**src/rtl/peripheral_mpram_req_ctrl.sv**
```systemverilog
// MPRAM request controller: valid/ready requests to RAM strobes,
// in-order responses through a credit-guarded FIFO.
module peripheral_mpram_req_ctrl #(
  parameter int ADDR_MSB  = 7,
  parameter int MEM_SIZE  = 256,
  parameter int RSP_DEPTH = 4
) (
  input  logic                ram_clk,
  input  logic                ram_rst,
  input  logic                req_valid,
  output logic                req_ready,
  input  logic                req_we,
  input  logic [1:0]          req_be,
  input  logic [ADDR_MSB-1:0] req_addr,
  input  logic [15:0]         req_wdata,
  output logic                rsp_valid,
  input  logic                rsp_ready,
  output logic [15:0]         rsp_rdata,
  output logic                rsp_err,
  output logic [ADDR_MSB-1:0] ram_addr,
  output logic [15:0]         ram_din,
  input  logic [15:0]         ram_dout,
  output logic                ram_cen,
  output logic [1:0]          ram_wen
);

  localparam int PW = $clog2(RSP_DEPTH);
  localparam int CW = PW + 1;
  localparam int unsigned WORDS = MEM_SIZE / 2;

  typedef struct packed {
    logic valid;
    logic we;
    logic err;
  } inflight_t;

  typedef struct packed {
    logic [15:0] rdata;
    logic        err;
  } rsp_t;

  logic          accept;
  logic          pop;
  logic          push;
  logic          err;
  logic [CW-1:0] used_q;
  logic [CW-1:0] cnt_q;
  logic [PW-1:0] wr_ptr_q;
  logic [PW-1:0] rd_ptr_q;
  inflight_t     fl_q;
  rsp_t          push_ent;
  rsp_t          head;
  rsp_t          fifo_q [RSP_DEPTH];

  assign req_ready = !ram_rst && (used_q < CW'(RSP_DEPTH));
  assign accept    = req_valid && req_ready;
  assign err       = 32'(req_addr) >= WORDS;

  always_comb begin
    ram_cen  = 1'b1;
    ram_wen  = 2'b11;
    ram_addr = '0;
    ram_din  = '0;
    if (accept) begin
      ram_addr = req_addr;
      ram_din  = req_wdata;
      if (!err) begin
        ram_cen = !(!req_we || (req_be != 2'b00));
        if (req_we) ram_wen = ~req_be;
      end
    end
  end

  // read data is only meaningful one cycle after a non-error read
  always_comb begin
    push           = fl_q.valid;
    push_ent.err   = fl_q.err;
    push_ent.rdata = '0;
    if (!fl_q.we && !fl_q.err) push_ent.rdata = ram_dout;
  end

  assign rsp_valid = !ram_rst && (cnt_q != '0);
  assign pop       = rsp_valid && rsp_ready;
  assign head      = fifo_q[rd_ptr_q];
  assign rsp_rdata = rsp_valid ? head.rdata : 16'h0000;
  assign rsp_err   = rsp_valid && head.err;

  always_ff @(posedge ram_clk) begin
    if (ram_rst) begin
      used_q <= '0;
    end else begin
      unique case ({accept, pop})
        2'b10:   used_q <= used_q + 1'b1;
        2'b01:   used_q <= used_q - 1'b1;
        default: used_q <= used_q;
      endcase
    end
  end

  always_ff @(posedge ram_clk) begin
    if (ram_rst) begin
      fl_q     <= '0;
      wr_ptr_q <= '0;
      rd_ptr_q <= '0;
      cnt_q    <= '0;
    end else begin
      fl_q.valid <= accept;
      fl_q.we    <= req_we;
      fl_q.err   <= err;
      if (push) wr_ptr_q <= wr_ptr_q + 1'b1;
      if (pop)  rd_ptr_q <= rd_ptr_q + 1'b1;
      unique case ({push, pop})
        2'b10:   cnt_q <= cnt_q + 1'b1;
        2'b01:   cnt_q <= cnt_q - 1'b1;
        default: cnt_q <= cnt_q;
      endcase
    end
  end

  always_ff @(posedge ram_clk) begin
    if (push) fifo_q[wr_ptr_q] <= push_ent;
  end

  // credits cover every entry, so a full FIFO can never see a lone push
  a_no_overflow: assert property (
    @(posedge ram_clk) disable iff (ram_rst)
    !(push && (cnt_q == CW'(RSP_DEPTH)) && !pop)
  );

  a_used_range: assert property (
    @(posedge ram_clk) disable iff (ram_rst)
    used_q <= CW'(RSP_DEPTH)
  );

endmodule

```
**config.mk**
```make
export PLATFORM = sky130hd
export DESIGN_NAME = peripheral_mpram_req_ctrl
export DESIGN_NICKNAME = d
export VERILOG_FILES = /design/src/rtl/peripheral_mpram_req_ctrl.sv
export SDC_FILE = /design/constraint.sdc
export NUM_CORES = 1
export LEC_CHECK = 0
export ABC_AREA = 1
export CAP_MARGIN = 5
export CORE_MARGIN = 3
export CORE_UTILIZATION = 50
export DETAILED_ROUTE_END_ITERATION = 8
export PLACE_DENSITY = 0.81
export SLEW_MARGIN = 20
export SYNTH_ARGS = -nofsm -noshare
export SYNTH_HDL_FRONTEND = slang
export SYNTH_SLANG_ARGS = --single-unit
export TNS_END_PERCENT = 100
```
**constraint.sdc**
```tcl
create_clock -name ram_clk -period 4 [get_ports ram_clk]
set_input_delay 0.8 -clock ram_clk [delete_from_list [all_inputs] [get_ports ram_clk]]
set_output_delay 0.8 -clock ram_clk [all_outputs]
set_load 0.03 [all_outputs]
```
==> results.toml, run 1 <==
[synth]
syn_area_sq_mm = 0.00358
ys_ff_latch = 78
yosysUniqueCellTypes = 29
yosysWarnings = 0
syn_nets = 422
ys_seq_area_share_pct = 61.6
synth_area_per_cell_sq_um = 9.66
synth_cells = 370

[floorplanning]
fp.dieH_um = 90.6
start_util_pct = 52.1
die_area_sq_mm = 0.00820
io_pins = 91
core-area_sq_mm = 0.00687
die_x_um = 90.6
rows = 30

[timing]
finClkSkew_ps = 11.9
hold_viol = 0
min_period_over_period_pct = 87.2
finalSetupViolCount = 0
rsz0062_at_grt = "no"
max_freq_ghz = 0.287
finalMaxSlewViolations = 0
min_period_ps = 3490
fin_setup_tns_ps = 0
max_slew.worst_pin.slew_ps = 752
maxSlewHeadroom_pct = 49.8

[worst_setup_path]
crit_arrival_ps = 2690
required_ps = 3200
max_stage_delay_ps = 720
crit_chain = "clkdlybuf4s50_1 -> inv_2 -> nand2_4 -> a21oi_1 -> clkdlybuf4s50_1"
worstSetupPathType = "in -> out"
start_kind = "input port"
crit_fanout = 17
critPathSlowestCell = "clkdlybuf4s50_1"
crit_path_end_kind = "output port"
crit_path_frequent_cell = "clkdlybuf4s50_1"

[clock_network]
cts_buffers = 9
clockRootBuffer = "clkbuf_8"
cts_resized = 0
cts.sinks = 78
cts_tree = "done"
postCtsHoldBufs = 0
clk_path_buf_depth = 2
postCtsSetupRepairBufs = 0
clk_latency_ps = 340
cts_max_level = 3
cts.reportedPaths.clkPinSlew_ps = 70

[hold_path]
hp-class = "reg -> reg"

[power]
total_power_mw = 1.87
leakage_nw = 1.90
powerDensity_mw_per_mm2 = 399
peakVddDrop_uv = 220

[grt]
grt_overflow_total = 0
grt_max_degree = 33
antenna_found_initial = 0
grt_pass1_wl_um = 12200
track_usage_pct = 19.1
grt_pass1_vias = 2716

[run_status]
status = "complete, no violations"

[drt]
met1_length_um = 2910
wirelength_um = 7620
drc = 0
detail-route-antenna-nets = 0
highest_layer = "met4"
drt_first_pass_iters = 5
routed-wl-met3_um = 835
via_per_inst = 4.91
num_vias = 2730
wl_per_cell_um = 13.7
route.met2.wl_um = 3820
drtIter0Drc = 198

[final_layout]
drive_gt1_share_pct = 7.17
synthToLayoutAreaGrowth_pct = 31.1
insertedDiodeCount = 0
nNetsFinal = 507
utilization_pct = 68.2

[place]
gp_congestion = 0.730
dp_hpwl_um = 5040
port_buffers = 89

[run]
maxCapViolations = 0
[layout make-up]
type | instances | area [sq um]
sequential | 78 | 2200
multi-input combinational | 214 | 1030
tap | 96 | 120
inverter | 61 | 234
fill | 513 | 2180
clock inverter | 6 | 62.6
clock buffer | 10 | 128
timing repair buffer | 91 | 906
[report_power, final]
part / switching [mW] / internal (mW)
combinational: 0.225 / 0.151
clock: 0.271 / 0.286
sequential: 0.0228 / 0.915
total: 0.518 / 1.35
[critical path: cells and delay by family]
kind	cells	cell delay [ps]
AOI/OAI and AO/OA	1	210
buffers and inverters	3	1460
and+or+nand+nor	1	200
[cells in the mapped netlist]
cell      count  area share (%)
inv_2         5            0.52
o21ai_0      22             3.1
o21ai_1      16             2.2
edfxtp_1     64              54
o31ai_1       1            0.21
inv_4         2            0.35
o21bai_1      1            0.21
clkbuf_1      1            0.10
a21oi_1      24             3.4
ha_1          4             1.4
nand3_1       5            0.70
nor2_1      113              12
fa_1          2             1.1
nand2_1      12             1.3
inv_1        54             5.7
xor2_1        1            0.24
nand2_4       4             1.3
buf_4         6             1.3
nand2_2       3            0.52
nand3_4       1            0.49
buf_2         6            0.84
dfxtp_1      14             7.8
a21boi_1      1            0.21
nand4_1       1            0.18
conb_1        1            0.10
clkbuf_2      3            0.42
nor2_4        1            0.31
nor2_2        1            0.18
buf_6         1            0.31
[path summary, 6_finish.rpt]
kind              cells after the start         from             to  slack [ps]
setup / recovery                      5      ram_rst  rsp_rdata[15]         510
setup reg to reg                      9     cnt_q[1]      used_q[2]        2310
hold / removal                        1  rd_ptr_q[0]      flip-flop         520
hold reg to reg                       1  rd_ptr_q[0]      flip-flop         520
[state kept, by name, indices dropped and copies added, names as in the netlist, named ones only]
signal and flops:
rd_ptr_q 2, fl_q 1, cnt_q 3, push 1, wr_ptr_q 2, used_q 3
fifo_q 64
[stage by stage]
stage / hold WS, ps / std cells / instance area [sq um] / setup slack [ps]
3_3_place_gp: 477 / 540 / 4500 / 580
2_1_floorplan: 457 / 370 / 3580 / 1460
5_1_grt: 544 / 556 / 4690 / 402
4_1_cts: 512 / 556 / 4690 / 528
6_report: 521 / 556 / 4690 / 511
3_5_place_dp: 492 / 540 / 4500 / 538
[placed cells by master, fill, tap and decap left out, types with 9 or more instances in the layout]
cell and count:
o21ai_0 22, o21ai_1 16, nor2_1 113, nand2_1 12
clkdlybuf4s50_1 89, edfxtp_1 64, a21oi_1 24, clkbuf_8 9
inv_1 54, dfxtp_1 14
[routing by layer]
metal | track usage (%) | up-vias
met5 | 0 | -
met4 | 8.29 | 0
met3 | 7.75 | 5
met2 | 31.8 | 135
met1 | 21.5 | 1240
li1 | - | 1350
[logic make-up (layout without fill, tap and decap cells)]
group           count (synthesis)  count (layout)  share of synthesized area [%]
compound gates                 65              65                           9.31
xor+xnor                        1               1                          0.245
fa+ha+maj                       6               6                           2.52
buf+inv                        78             168                           9.48
flops                          78              78                           61.6
other cells                     1               1                          0.105
simple gates                  141             141                           16.8
Power figures use the tool's default switching activity.
==> run 2: changes to the inputs <==
CORE_UTILIZATION = 49   (was 50)
PLACE_DENSITY = 0.8   (was 0.81)
RECOVER_POWER = 100   (was not set)
REMOVE_ABC_BUFFERS = 1   (was not set)
clock period = 3.6 ns   (was 4 ns; I/O delays follow)
==> run 2 against run 1 <==
Non-clock buffer count is the same. Critical endpoint unchanged. Sequential share of layout area grew 0.30 points. Sequential power rose by 11%. Critical path type unchanged. Combinational power is 6.9% higher.
==> results.toml, run 2 (synthesis results as in run 1) <==
[run_status]
status = "complete, no violations"

[timing]
fin_setup_tns_ps = 0
min_period_over_period_pct = 92.6
max_slew.worst_pin.slew_ps = 797
maxSlewHeadroom_pct = 46.8
finalMaxSlewViolations = 0
finalSetupViolCount = 0
hold_viol = 0
max_freq_ghz = 0.300
min_period_ps = 3330
rsz0062_at_grt = "no"
finClkSkew_ps = 6.55

[drt]
wirelength_um = 7570
num_vias = 2675
detail-route-antenna-nets = 0
drc = 0
wl_per_cell_um = 13.6
drtIter0Drc = 159
via_per_inst = 4.81
drt_first_pass_iters = 4

[grt]
antenna_found_initial = 0
grt_overflow_total = 0
grt_pass1_vias = 2689
track_usage_pct = 18.6
grt_max_degree = 33
grt_pass1_wl_um = 12100

[final_layout]
largest_register_ffs = 64
nNetsFinal = 507
regMostFlops = "fifo_q"
instances_no_fill = 556
drive_gt1_share_pct = 6.30
final_cell_mix = "113 x nor2_1, 64 x edfxtp_1, 54 x inv_1, 45 x clkdlybuf4s50_1, 44 x dlygate4sd3_1"
register_area_sq_mm = 0.00220
multi_input_area_sq_mm = 0.00101
synthToLayoutAreaGrowth_pct = 30.2
fillers = 525
reg.largest.list = "fifo_q (64), cnt_q (3), used_q (3)"
layout_commonest_cell = "nor2_1"
insertedDiodeCount = 0

[worst_setup_path]
start_kind = "input port"
worst-path-buf-inv = 3
rr_worst_depth = 8
critPathSlowestCell = "dlygate4sd3_1"
required_ps = 2880
crit_chain = "clkdlybuf4s50_1 -> inv_2 -> nand2_4 -> a21oi_1 -> dlygate4sd3_1"
worstSetupPathType = "in -> out"
path_depth = 5
max_stage_delay_ps = 770
crit_path_end_kind = "output port"
crit_arrival_ps = 2610
worst_path_dominant_cell_family = "buffers and inverters"
crit_fanout = 17

[clock_network]
cts_buffers = 9
postCtsHoldBufs = 0
cts.reportedPaths.clkPinSlew_ps = 70
clockRootBuffer = "clkbuf_8"
cts_tree = "done"
postCtsSetupRepairBufs = 0
clk_path_buf_depth = 2
clk_latency_ps = 340
cts.sinks = 78
cts_resized = 0
cts_max_level = 3

[hold_path]
hp-class = "reg -> reg"
hold_depth = 1

[power]
peakVddDrop_uv = 219
powerDensity_mw_per_mm2 = 440
leakage_nw = 2.00

[floorplanning]
io_pins = 91
rows = 30
core-area_sq_mm = 0.00694
die_x_um = 91.4
start_util_pct = 51.5
die_area_sq_mm = 0.00836
fp.dieH_um = 91.4

[place]
gp_congestion = 0.715
dp.cells = 540
dp_hpwl_um = 5020
port_buffers = 89

[run]
maxCapViolations = 0
-- run 2: final timing paths --
| path | from | to | slack (ps) |
|---|---|---|---|
| hold reg to reg | rd_ptr_q[0] | rd_ptr_q[0] | 500 |
| setup reg to reg | cnt_q[1] | used_q[1] | 1530 |
| setup / recovery | ram_rst | rsp_rdata[15] | 270 |
| hold / removal | rd_ptr_q[0] | rd_ptr_q[0] | 500 |
-- run 2: area by class of cell --
type,instances,share of cell area [%]
tap,96,2.58
clock buffer,11,2.82
multi-input combinational,214,21.8
clock inverter,5,1.07
sequential,78,47.3
inverter,61,5.00
timing repair buffer,91,19.5
-- run 2: routing by layer --
metal | track usage (%) | part of all wire (%)
met1 | 21.9 | 44
met4 | 9.05 | 1.7
met2 | 31.6 | 48
met5 | 0 | 0
met3 | 4.64 | 6.4
-- run 2: power by group --
part           internal [mW]  switching [mW]  total [mW]  leakage [nW]
clock                  0.315           0.296       0.611        0.0884
combinational          0.153           0.250       0.402          1.21
sequential              1.02          0.0217        1.04         0.701
-- run 2: per-stage QoR --
| step | utilization, % | power, mW | setup slack (ps) | cell area (sq um) | hold slack, ps |
|---|---|---|---|---|---|
| after floorplan | - | 1.30 | 1270 | 3470 | 457 |
| after CTS | 67.4 | 2.08 | 278 | 4680 | 497 |
| final | 67.1 | 2.05 | 266 | 4660 | 501 |
| after global placement | 64.8 | 1.47 | 381 | 4500 | 474 |
| after global routing | 67.1 | 2.13 | 143 | 4660 | 517 |
| after detailed placement | 64.8 | 1.48 | 278 | 4500 | 477 |
==> run 3: changes to the inputs <==
CTS_BUF_LIST = sky130_fd_sc_hd__clkbuf_16   (was not set)
RECOVER_POWER = 25   (was 100)
==> run 3 against run 2 <==
Sequential share of layout area down 1.2 points. Non-clock buffer count stayed put. Power rose by 13%. Die area did not move. Worst hold slack lost 4.8 ps. Clock-buffer cell count shrank 2. Setup slack improved by 30 ps. First-iteration DRC count shrank 11%. Combinational power is 5.7% higher. Clock power increased by 39%. Highest routed layer unchanged.
==> results.toml, run 3 (synthesis results as in run 1) <==
[drt]
wirelength_um = 7680
via_per_inst = 4.91
drc = 0
wl_per_cell_um = 13.8
detail-route-antenna-nets = 0
drtIter0Drc = 142
num_vias = 2732
drt_first_pass_iters = 5

[timing]
min_period_ps = 3300
hold_viol = 0
maxSlewHeadroom_pct = 46.8
rsz0062_at_grt = "no"
setup_ws_ps = 296
finalMaxSlewViolations = 0
fin_setup_tns_ps = 0
max_slew.worst_pin.slew_ps = 796
max_freq_ghz = 0.303
finalSetupViolCount = 0
min_period_over_period_pct = 91.8
finClkSkew_ps = 4.27

[floorplanning]
rows = 30
die_x_um = 91.4
die_area_sq_mm = 0.00836
io_pins = 91
start_util_pct = 51.5
fp.dieH_um = 91.4
core-area_sq_mm = 0.00694

[clock_network]
cts_max_level = 3
clockRootBuffer = "clkbuf_16"
cts_tree = "done"
cts_resized = 0
postCtsHoldBufs = 0
clk_latency_ps = 320
cts.sinks = 78
clk_path_buf_depth = 2
postCtsSetupRepairBufs = 0
cts.reportedPaths.clkPinSlew_ps = 50
cts_buffers = 9

[final_layout]
register_area_sq_mm = 0.00220
utilization_pct = 68.8
largest_register_ffs = 64
final_cell_mix = "113 x nor2_1, 89 x clkdlybuf4s50_1, 64 x edfxtp_1, 56 x inv_1, 24 x a21oi_1"
regMostFlops = "fifo_q"
reg.largest.list = "fifo_q (64), cnt_q (3), used_q (3)"
insertedDiodeCount = 0
synthToLayoutAreaGrowth_pct = 33.7
layout_commonest_cell = "nor2_1"
nNetsFinal = 507
multi_input_area_sq_mm = 0.00103
drive_gt1_share_pct = 6.74
fillers = 506
instances_no_fill = 556

[power]
leakage_nw = 1.96
total_power_mw = 2.31
powerDensity_mw_per_mm2 = 484
peakVddDrop_uv = 267

[worst_setup_path]
start_kind = "input port"
crit_path_end_kind = "output port"
crit_arrival_ps = 2580
rr_endpoint = "used_q[1]"
rr_worst_depth = 8
crit_fanout = 17
rrSetupSlack_ps = 1880
required_ps = 2880
worstSetupPathType = "in -> out"
cp-startpoint = "ram_rst"
worstReg2RegStart = "cnt_q[1]"

[grt]
track_usage_pct = 18.6
grt_pass1_vias = 2655
grt_max_degree = 33
antenna_found_initial = 0
grt_pass1_wl_um = 12100
grt_overflow_total = 0

[hold_path]
min_from = "rd_ptr_q[0]"
hold_depth = 1
min_to = "rd_ptr_q[0]"
hp-class = "reg -> reg"

[place]
dp_slack_ps = 278
gp_congestion = 0.715
dp_hpwl_um = 5020
port_buffers = 89
dp.cells = 540

[run_status]
status = "complete, no violations"

[run]
maxCapViolations = 0
## run 3: cell count changes in the layout (fill, tap and decap cells not counted), sizes merged
cell / previous run / this run
inv: 60 / 63
dlygate4sd3: 44 / 0
clkdlybuf4s50: 45 / 89
clkbuf: 11 / 9
clkinvlp: 2 / 1
## run 3: critical path: stages
cell             delay [ps]
clkdlybuf4s50_1         500
inv_2                   240
nand2_4                 200
a21oi_1                 210
clkdlybuf4s50_1         700
## run 3: worst max-delay path by stage
stage	to	cells after the start
CTS	rsp_rdata[10]	5
detailed placement	rsp_rdata[10]	5
finish	rsp_rdata[10]	5
floorplan	rsp_rdata[0]	4
global placement	rsp_rdata[6]	5
global route	rsp_rdata[10]	5
## run 3: stage by stage
stage	cell area, sq um	hold slack (ps)
2_1_floorplan	3470	457
3_3_place_gp	4500	474
3_5_place_dp	4500	477
4_1_cts	4780	493
5_1_grt	4780	511
6_report	4780	497
## run 3: final cells by class
cell class	instances	area share, %
well taps	96	2.51
repair buffers	91	19.0
clock buffers	9	4.71
inverters	61	4.90
clock inverters	7	1.20
flip-flops and latches	78	46.1
multi-input cells	214	21.6
## run 3: report_power, final
group	internal, mW	switching [mW]	total [mW]
Clock	0.525	0.323	0.848
Sequential	1.02	0.0220	1.04
Combinational	0.169	0.256	0.425
## run 3: metal layers
layer / track usage [%] / share of wire, %
met4: 8.79 / 1.0
met1: 21.8 / 42
met3: 5.05 / 8.3
met5: 0 / 0
met2: 31.5 / 48
